`src/rtl/tty_char_writer.sv`:
```
// TTY character writer: queues CPU writes to the TTY port and turns each character
// into char-RAM write strobes while tracking the cursor (LF/CR/BS, row blank on entry).
module tty_char_writer #(
    parameter logic [31:0] TTY_ADDR   = 32'hFFFF_FF00,
    parameter int          COLS       = 80,
    parameter int          ROWS       = 30,
    parameter int          FIFO_DEPTH = 16
) (
    input  logic        clk_50mhz,
    input  logic        rst_n,
    input  logic [31:0] BUS,
    input  logic        Memwrite,
    input  logic [31:0] Addrin,
    output logic        ttywrite,
    output logic [11:0] ttyaddr,
    output logic [7:0]  ttydata,
    output logic [11:0] cur,
    output logic        ttyWFlag,
    output logic        overflow
);
    localparam int PTR_W = $clog2(FIFO_DEPTH);
    localparam int COL_W = $clog2(COLS);
    localparam int ROW_W = $clog2(ROWS);

    typedef enum logic [1:0] {IDLE, EXEC, CLEAR} state_t;

    logic [7:0]       fifo_mem [FIFO_DEPTH];
    logic [7:0]       rd_data_q;
    logic [PTR_W:0]   wr_ptr_q, wr_ptr_d, rd_ptr_q, rd_ptr_d;
    logic             empty, full, push_req, push, pop;
    logic             overflow_q, overflow_d;

    state_t           state_q, state_d;
    logic [ROW_W-1:0] crow_q, crow_d, next_row;
    logic [COL_W-1:0] ccol_q, ccol_d, k_q, k_d;
    logic             wr_q, wr_d;
    logic [11:0]      addr_q, addr_d, cur_q, cur_d;
    logic [7:0]       data_q, data_d;

    function automatic logic [11:0] lin(input logic [ROW_W-1:0] r, input logic [COL_W-1:0] c);
        return 12'(r) * 12'(COLS) + 12'(c);
    endfunction

    assign empty    = (wr_ptr_q == rd_ptr_q);
    assign full     = (wr_ptr_q[PTR_W] != rd_ptr_q[PTR_W]) &&
                      (wr_ptr_q[PTR_W-1:0] == rd_ptr_q[PTR_W-1:0]);
    assign push_req = Memwrite && (Addrin == TTY_ADDR);
    // A full FIFO still accepts a push when a slot frees on the same edge.
    assign push       = push_req && (!full || pop);
    assign wr_ptr_d   = push ? wr_ptr_q + 1'b1 : wr_ptr_q;
    assign rd_ptr_d   = pop ? rd_ptr_q + 1'b1 : rd_ptr_q;
    assign overflow_d = overflow_q | (push_req & full & ~pop);
    assign next_row   = (crow_q == ROW_W'(ROWS - 1)) ? '0 : crow_q + ROW_W'(1);

    // Storage has no reset so it maps onto block RAM; rd_data_q holds the popped char during EXEC.
    always_ff @(posedge clk_50mhz) begin
        if (push) fifo_mem[wr_ptr_q[PTR_W-1:0]] <= BUS[7:0];
        rd_data_q <= fifo_mem[rd_ptr_q[PTR_W-1:0]];
    end

    always_comb begin
        state_d = state_q;
        crow_d  = crow_q;
        ccol_d  = ccol_q;
        k_d     = k_q;
        wr_d    = 1'b0;
        addr_d  = addr_q;
        data_d  = data_q;
        pop     = 1'b0;
        case (state_q)
            IDLE: begin
                if (!empty) begin
                    pop     = 1'b1;
                    state_d = EXEC;
                end
            end
            EXEC: begin
                state_d = IDLE;
                if (rd_data_q >= 8'h20 && rd_data_q <= 8'h7E) begin
                    wr_d   = 1'b1;
                    addr_d = lin(crow_q, ccol_q);
                    data_d = rd_data_q;
                    if (ccol_q < COL_W'(COLS - 1)) begin
                        ccol_d = ccol_q + COL_W'(1);
                    end else begin
                        ccol_d  = '0;
                        crow_d  = next_row;
                        k_d     = '0;
                        state_d = CLEAR;
                    end
                end else if (rd_data_q == 8'h0A) begin
                    ccol_d  = '0;
                    crow_d  = next_row;
                    k_d     = '0;
                    state_d = CLEAR;
                end else if (rd_data_q == 8'h0D) begin
                    ccol_d = '0;
                end else if (rd_data_q == 8'h08 && ccol_q != '0) begin
                    ccol_d = ccol_q - COL_W'(1);
                    wr_d   = 1'b1;
                    addr_d = lin(crow_q, ccol_q - COL_W'(1));
                    data_d = 8'h20;
                end
            end
            CLEAR: begin
                wr_d   = 1'b1;
                addr_d = lin(crow_q, k_q);
                data_d = 8'h20;
                if (k_q == COL_W'(COLS - 1)) state_d = IDLE;
                else                         k_d = k_q + COL_W'(1);
            end
            default: state_d = IDLE;
        endcase
        cur_d = lin(crow_d, ccol_d);
    end

    always_ff @(posedge clk_50mhz or negedge rst_n) begin
        if (!rst_n) begin
            wr_ptr_q   <= '0;
            rd_ptr_q   <= '0;
            overflow_q <= 1'b0;
            state_q    <= IDLE;
            crow_q     <= '0;
            ccol_q     <= '0;
            k_q        <= '0;
            wr_q       <= 1'b0;
            addr_q     <= '0;
            data_q     <= '0;
            cur_q      <= '0;
        end else begin
            wr_ptr_q   <= wr_ptr_d;
            rd_ptr_q   <= rd_ptr_d;
            overflow_q <= overflow_d;
            state_q    <= state_d;
            crow_q     <= crow_d;
            ccol_q     <= ccol_d;
            k_q        <= k_d;
            wr_q       <= wr_d;
            addr_q     <= addr_d;
            data_q     <= data_d;
            cur_q      <= cur_d;
        end
    end

    assign ttywrite = wr_q;
    assign ttyaddr  = addr_q;
    assign ttydata  = data_q;
    assign cur      = cur_q;
    assign overflow = overflow_q;
    assign ttyWFlag = !empty || (state_q != IDLE);
endmodule

```
`config.mk`:
```
export PLATFORM = sky130hd
export DESIGN_NAME = tty_char_writer
export DESIGN_NICKNAME = d
export VERILOG_FILES = /design/src/rtl/tty_char_writer.sv
export SDC_FILE = /design/constraint.sdc
export NUM_CORES = 1
export LEC_CHECK = 0
export CAP_MARGIN = 5
export CORE_MARGIN = 10
export CORE_UTILIZATION = 25
export DETAILED_ROUTE_END_ITERATION = 12
export GPL_TIMING_DRIVEN = 0
export HOLD_SLACK_MARGIN = 0.1
export SLEW_MARGIN = 20
export SYNTH_ARGS = -nofsm -noshare
export SYNTH_HDL_FRONTEND = slang
export SYNTH_SLANG_ARGS = --single-unit
export TNS_END_PERCENT = 50
```
`constraint.sdc`:
```
create_clock -name clk_50mhz -period 4.3 [get_ports clk_50mhz]
set_input_delay 0.86 -clock clk_50mhz [delete_from_list [all_inputs] [get_ports clk_50mhz]]
set_output_delay 0.86 -clock clk_50mhz [all_outputs]
set_load 0.01 [all_outputs]
```
==> After elaboration in Yosys (flattened, before gate mapping) <==
Memories as Yosys holds them, arrays and structs flattened. A register that Yosys moved wholly into a read port is not among the register bits.
Cells that the tools add are included.
{ "word_totals": {"register_bits": 65, "mem_bits_rw": 128, "elab_cells": 107, "memories": 1} }
{ "op_classes": {"add_sub_neg": 10, "multipliers": 2, "n_lt_le_gt_ge": 3, "eq_ne": 19, "muxes": 41, "bitwise": 4, "n_reduce_logical": 16} }
{ "mem_list": {"columns": ["memory", "depth", "width", "read_ports", "rd_ports_with_merged_regs", "wr", "line", "rtl"], "rows": [
  ["fifo_mem", 16, 8, 1, 1, 1, "27", "logic [7:0] fifo_mem [FIFO_DEPTH];"]
]} }
{ "ops": {"columns": ["cell", "n"], "rows": [
  ["$mux W7", 10],
  ["$add A12 B7 Y12", 4],
  ["$mux W12", 4],
  ["$eq A32 B32 Y1 const B", 1],
  ["$mux W8", 4],
  ["$mux W5", 5],
  ["$eq A8 B4 Y1 const B", 3],
  ["$pmux W12 S2", 1],
  ["$mul A5 B3 Y8 const B", 2],
  ["$pmux W8 S2", 1],
  ["$add A5 B1 Y5 const B", 3],
  ["$ne A3 B3 Y1 const B", 5],
  ["$add A7 B1 Y7 const B", 2],
  ["$pmux W7 S2", 1],
  ["$mux W2", 5],
  ["$ge A8 B6 Y1 const B", 1],
  ["$le A8 B7 Y1 const B", 1],
  ["$mux W1", 8],
  ["$reduce_and A4 Y1", 2],
  ["$eq A7 B7 Y1 const B", 1],
  ["$lt A7 B7 Y1 const B", 1],
  ["$reduce_bool A7 Y1", 1],
  ["$sub A7 B1 Y7 const B", 1],
  ["$ne A2 B2 Y1 const B", 3],
  ["other kinds (17)", 25]
]} }

==> Longest topological paths before layout <==
Gate-level depths: netlist of the first run.
{ "logic_depth": {"word_depth": 8, "ltp_mapped": 18, "ltp_nobuf": 15} }

==> Worst setup path after synthesis of the first run <==
Ideal clock, no wire load.
{ "synth_timing": {"kind": "register to register", "from": "register cur[2] (netlist name)", "to": "register cur_q[11] (netlist: cur[11])", "t_arrival_ns": 3.798, "t_required_ns": 4.213, "slack_ns": 0.416, "stages_incl_launch_ff": 16, "n_path_buf": 2, "synth_period_minus_slack_ns": 3.884, "path_cell_list": "dfrtp_1 > clkbuf_1 > and4_2 > o31a_1 > a31o_2 > clkbuf_1 > o21ai_0 > ha_1 > ha_1 > inv_1 > fa_1 > nor2b_1 > o211a_1 > nand4b_1 > or3_1 > o211ai_1"} }
{ "synth_rtl": {"columns": ["element", "line", "rtl"], "rows": [
  ["end signal: assignment", "141", "cur_q <= cur_d;"],
  ["end: declaration", "37", "logic [11:0] addr_q, addr_d, cur_q, cur_d;"]
]} }

==> reports/metrics.yaml, run 1 <==
synthesis:
  synth_top_family_by_area: "multiplexers"
  synth-simple-area-share_pct: 9.77
  yosys_register_bits: 197
  synth_seq_area_share_pct: 59.2
  async_reset_ff_share_pct: 31.0
  synth_compound_area_share_pct: 7.36
  syn-cell-area_mm2: 0.00935
  synth_fp_nets: 750
  synthDistinctLibCells: 72
  syn_inst: 649
  muxShareOfSynthArea_pct: 12.6
  synth-edff-count: 128
  syn_area_per_cell_um2: 14.4
  synth_xor_xnor_area_share_pct: 2.81
  synthAdderAreaFrac_pct: 4.87
  yosysWarningCount: 0
  yosys_most_used_dff: "edfxtp_1"
job:
  drv_cap: 0
pwr:
  irDropWorstVdd_uv: 260
  totalPowerFinal_w: 0.00398
  p_per_area_mw_per_mm2: 351
  p_leak_nw: 4.22
floorplanning:
  chipWidth_um: 213
  die_area_mm2: 0.0455
  start_util_pct: 25.4
  die_h_um: 213
  ios: 102
  core-area_mm2: 0.0368
  num_rows: 70
clock_tree:
  clk_latency_ps: 440
  cts_buffers: 17
  cts_htree_levels: 4
  post_cts_buffers: 0
  clockBufferDepth: 2
  cts.sinks: 197
  cts_root_buf: "clkbuf_16"
  clkTransAtPathRegs_ps: 70
  tritoncts: "yes"
detailed_routing:
  detail_route.wl_per_cell_um: 18.3
  vias: 5833
  dr.pass1.iters: 4
  vias_per_cell: 4.76
  drt_iter0_drc: 373
  drc: 0
  wl_mm: 22.5
  antenna_left: 0
global_route:
  grt_use_met2_pct: 16.6
  met1_usage_pct: 13.1
  grtUsageMet3_pct: 2.58
  grt_antenna_before_repair: 0
  grt_overflow_total: 0
  grt_max_degree: 35
  grt_pass1_wl_mm: 34.7
  grt_usage_pct: 10.1
  grt_pass1_vias: 6027
  grt.busiest_layer: "met2"
timing:
  fin_worst_skew_ps: 9.47
  rsz0062_at_grt: "false"
  slew_headroom_pct: 37.5
  finalHoldViolations: 0
  fmax_mhz: 245
  tightest_slew_ps: 938
  min_period_ps: 4090
  setup_violations: 0
  drv_slew: 0
  fin_crit_sh_pct: 95.0
hold_path:
  worstHoldPathType: "input pin to asynchronous set/reset pin"
setup_path:
  required_ps: 4650
  cp.arrival_ps: 4440
  cp_max_fo: 10
  crit_type: "register to register"
  reg2reg_slack_ps: 210
  regToRegEndpoint: "cur[11]"
  end_kind: "register"
  r2r-start: "cur[2]"
  cp-start-kind: "register"
  r2r_cells: 15
cells_and_area:
  final_common_cell: "edfxtp_1"
  syn_to_final_growth_pct: 21.4
  num_antenna_cells: 0
  num-nets-final: 846
  layout_common_cells: "edfxtp_1 (128), clkdlybuf4s50_1 (76), dfrtp_1 (61), mux4_2 (40), ha_1 (30)"
  final_util_pct: 30.8
  drive_gt1_share_pct: 15.4
run_status:
  status: "complete, no violations"
placement:
  io_buffer_count: 77
  place_congestion: 0.825
  dp_hpwl_mm: 16.3
## synthesized netlist by cell type (all sizes together) (8+ instances only)
cell | instances | area, um^2
a21o | 9 | 67.6
buf | 14 | 86.3
nand2 | 20 | 75.1
dfxtp | 8 | 160
nor2 | 20 | 75.1
xnor2 | 16 | 140
dfrtp | 61 | 1530
and3 | 17 | 106
mux2i | 10 | 100
ha | 30 | 375
a21oi | 11 | 55.1
o21ai | 30 | 150
edfxtp | 128 | 3840
nand4 | 16 | 100
inv | 29 | 109
nor3 | 10 | 50.1
nand3 | 13 | 65.1
mux2 | 16 | 180
mux4 | 40 | 901
xor2 | 14 | 123
clkbuf | 23 | 120
## routing by layer
| metal | wire [um] | share of wire [%] |
|---|---|---|
| met3 | 1010 | 4.5 |
| met1 | 10300 | 46 |
| met2 | 11000 | 49 |
| met5 | 0 | 0 |
| met4 | 172 | 0.76 |
## layout make-up
type / count / area (um^2)
plain buffers: 36 / 205
fillers: 3692 / 25400
clock buffers: 19 / 433
flip-flops and latches: 197 / 5530
clock inverters: 13 / 124
well taps: 468 / 586
repair buffers: 78 / 788
inverters: 29 / 109
multi-input cells: 386 / 3570
## stage by stage
stage               hold slack (ps)  setup slack (ps)  std cells  cell area (um^2)  TNS (ps)
floorplan                       462               416        649              9350         0
detailed placement              478              -511       1195             10700    -52520
finish                          333               214       1226             11300         0
CTS                             330              4.10       1226             11300         0
global placement                462              -489       1194             10700    -51880
global route                    345              16.5       1226             11300         0
## repair_timing
item | 4_1_cts | 5_1_grt
hold buffers | 0 | 0
endpoints found under the setup margin | 57 | 2
resized for setup | 7 | 7
## worst max-delay path by stage
stage,startpoint,endpoint,slack (ps)
CTS,cur[0],cur[10],4
floorplan,cur[2],cur[11],420
global route,cur[2],cur[11],20
global placement,Addrin[3],fifo_mem[3][5],-490
finish,cur[2],cur[11],210
detailed placement,Addrin[3],fifo_mem[14][0],-510
## critical path, stage by stage, from the launching register on
cell and delay (ps):
dfrtp_1 350, clkbuf_2 210, and4_2 320, o31a_1 290, a31oi_4 190, or3_1 400, o21ai_2 150, ha_1 300
ha_1 220, inv_1 70, fa_1 460, nor2b_1 230, o211a_1 260, nand4b_1 100, or3_1 320, o211ai_1 110
## cell families (layout without fill, tap and decap cells)
kind of cell | Yosys count | in the layout
AND/OR/NAND/NOR | 156 | 156
AO/OA/AOI/OAI | 100 | 100
adder cells (fa/ha/maj) | 34 | 34
buffers and inverters | 66 | 175
XOR/XNOR | 30 | 30
flip-flops | 197 | 197
multiplexers | 66 | 66
## power by group
part           internal [W]  leakage [nW]  switching (W)
registers           0.00207          2.04      0.0000328
logic              0.000184          1.90       0.000150
clock network      0.000808         0.273       0.000731
total               0.00307          4.22       0.000914
## state kept, by name, indices dropped and copies added (netlist names), 2 cells and up
| register | flops |
|---|---|
| fifo_mem | 128 |
| cur | 12 |
| ttyaddr | 12 |
| rd_data_q | 8 |
| ttydata | 8 |
| k_q | 7 |
| crow_q | 5 |
| rd_ptr_q | 5 |
| wr_ptr_q | 5 |
| ccol_q | 3 |
| state_q | 2 |
(Power assumes the default switching activity.)
==> inputs of run 2 (changes only) <==
Settings changed: CTS_CLUSTER_SIZE from default to 16.
Clock period 4.3 ns to 4.35 ns, I/O delays scaled along.
==> run 2 against run 1 <==
  * Global-route usage unchanged
  * Total power shrank 1.1%
  * Fmax is essentially flat
  * Sequential power about the same
  * Clock skew hardly changed
  * Register-to-register slack better by 50 ps
  * Routed wire length about the same
  * Hold slack improved by 8.4 ps
  * Utilization is 0.061 points lower
  * Flip-flop and latch count unchanged
  * Via count about the same
  * Largest power group unchanged
==> reports/metrics.yaml, run 2 (synthesis results as in run 1) <==
run_status:
  status: "complete, no violations"
floorplanning:
  num_rows: 70  # unchanged
  start_util_pct: 25.4  # unchanged
  core-area_mm2: 0.0368  # unchanged
  chipWidth_um: 213  # unchanged
  ios: 102  # unchanged
  die_h_um: 213  # unchanged
  die_area_mm2: 0.0455  # unchanged
detailed_routing:
  drc: 0  # unchanged
  antenna_left: 0  # unchanged
  dr.pass1.iters: 5  # +1
  vias_per_cell: 4.76  # about the same
  wl_mm: 22.5  # about the same
  vias: 5834  # +0.017%
  detail_route.wl_per_cell_um: 18.4  # +0.14%
  drt_iter0_drc: 380  # +1.9%
cells_and_area:
  largest_reg_flops: 128  # unchanged
  num_antenna_cells: 0  # unchanged
  drive_gt1_share_pct: 15.3  # -0.11 points
  layout_common_cells: "edfxtp_1 (128), clkdlybuf4s50_1 (76), dfrtp_1 (61), mux4_2 (40), ha_1 (30)"
  final_common_cell: "edfxtp_1"
  final_util_pct: 30.8  # -0.061 points
  num-nets-final: 845  # -0.12%
  syn_to_final_growth_pct: 21.2
setup_path:
  cp.arrival_ps: 4440  # about the same
  crit_type: "register to register"
  cp_max_fo: 11  # +1
  end_kind: "register"
  cp-start-kind: "register"
  regToRegEndpoint: "cur[11]"
  reg2reg_slack_ps: 260  # +50 ps
  r2r-start: "cur[2]"
  r2r_cells: 14  # -1
  required_ps: 4710  # +60 ps
timing:
  worst_slack_ps: 264  # +49.9 ps
  slew_headroom_pct: 37.7  # +0.23 points
  fmax_mhz: 245  # about the same
  drv_slew: 0  # unchanged
  finalHoldViolations: 0  # unchanged
  min_period_ps: 4090  # +0.103 ps
  fin_worst_skew_ps: 9.81  # +0.331 ps
  fin_crit_sh_pct: 93.9  # -1.1 points
  setup_violations: 0  # unchanged
  rsz0062_at_grt: "false"
  tightest_slew_ps: 934  # -3.48 ps
clock_tree:
  cts_buffers: 17  # unchanged
  clkTransAtPathRegs_ps: 70  # about the same
  cts.sinks: 197  # unchanged
  cts_root_buf: "clkbuf_16"
  tritoncts: "yes"
  clk_latency_ps: 450  # about the same
  clockBufferDepth: 2  # unchanged
  cts_htree_levels: 4  # unchanged
  cts_hold_buf: 0  # unchanged
pwr:
  p_per_area_mw_per_mm2: 348  # -0.93%
  irDropWorstVdd_uv: 259  # -0.43%
  p_int_w: 0.00303  # -1.2%
  p_sw_share_pct: 23.0  # +0.036 points
  pwr-share-comb_pct: 8.4  # about the same
  sequentialPowerShare_pct: 52.9  # about the same
  switchingPower_w: 0.000905  # -0.98%
  p_leak_nw: 4.21  # -0.27%
  clock_power_share_pct: 38.7  # about the same
hold_path:
  worstHoldPathType: "input pin to asynchronous set/reset pin"
global_route:
  grt_pass1_vias: 6026  # -0.017%
  grt_antenna_before_repair: 0  # unchanged
  grt_usage_pct: 10.1  # unchanged
  grt_overflow_total: 0  # unchanged
  grt_max_degree: 35  # unchanged
  grt_pass1_wl_mm: 34.7  # unchanged
placement:
  place_congestion: 0.825  # unchanged
  dp_hpwl_mm: 16.3  # unchanged
  pre_cts_ws_ps: -471  # +40.0 ps
  io_buffer_count: 77  # unchanged
job:
  drv_cap: 0  # unchanged
run 2: timing repair:
item / in CTS / in global routing
gates resized for setup: 5 / 6
cloned: 0 / 0
endpoints found under the setup margin: 3 / 106
pin swaps: 0 / 0
buffers inserted: 0 / 0
run 2: layer usage:
layer / GRT usage [%] / wire (um) / part of all wire [%] / up-vias
li1: - / - / - / 2706
met1: 13.1 / 10200 / 45 / 2976
met2: 16.6 / 11000 / 49 / 138
met3: 2.58 / 1160 / 5.2 / 14
met4: 2.15 / 148 / 0.66 / 0
met5: 0 / 0 / 0 / -
run 2: worst max path at each step:
stage	startpoint	slack [ps]	end
after floorplan	cur[2]	470	cur[11]
after global placement	Addrin[3]	-450	fifo_mem[3][5]
after detailed placement	Addrin[3]	-470	fifo_mem[14][0]
after CTS	Addrin[3]	20	fifo_mem[14][1]
after global routing	rd_data_q[5]	20	cur[11]
final	cur[2]	260	cur[11]
run 2: area by class of cell:
cell class | count | area (um^2)
Fill cell | 3695 | 25500
Buffer | 35 | 200
Timing Repair Buffer | 78 | 788
Sequential cell | 197 | 5530
Tap cell | 468 | 586
Multi-Input combinational cell | 386 | 3550
Inverter | 29 | 109
Clock buffer | 19 | 433
Clock inverter | 13 | 124
run 2: critical path, cell delays in order (launching register included):
cell and delay, ps:
dfrtp_1 540, and4_2 340, o31a_1 290, a31oi_4 190, or3_1 400, o21ai_2 150
ha_1 300, ha_1 220, inv_1 70, fa_1 460, nor2b_1 230, o211a_1 260
nand4b_1 100, or3_1 320, o211ai_1 110
run 2: through the flow:
stage	hold WS [ps]	total power, W	cells	TNS, ps	cell area, um^2
final	342	0.00394	1225	0	11300
after global routing	355	0.00409	1225	0	11300
after CTS	340	0.00399	1227	0	11300
after detailed placement	478	0.00246	1195	-47280	10700
after global placement	462	0.00245	1194	-46620	10700
after floorplan	462	0.00224	649	0	9350
run 2: power groups by stage:
stage | logic, W | clock network [W] | registers (W)
6_report | 0.000329 | 0.00152 | 0.00208
5_1_grt | 0.000358 | 0.00164 | 0.00209
4_1_cts | 0.000339 | 0.00157 | 0.00208
3_5_place_dp | 0.000338 | 0 | 0.00212
3_3_place_gp | 0.000330 | 0 | 0.00212
2_1_floorplan | 0.0000957 | 0 | 0.00214
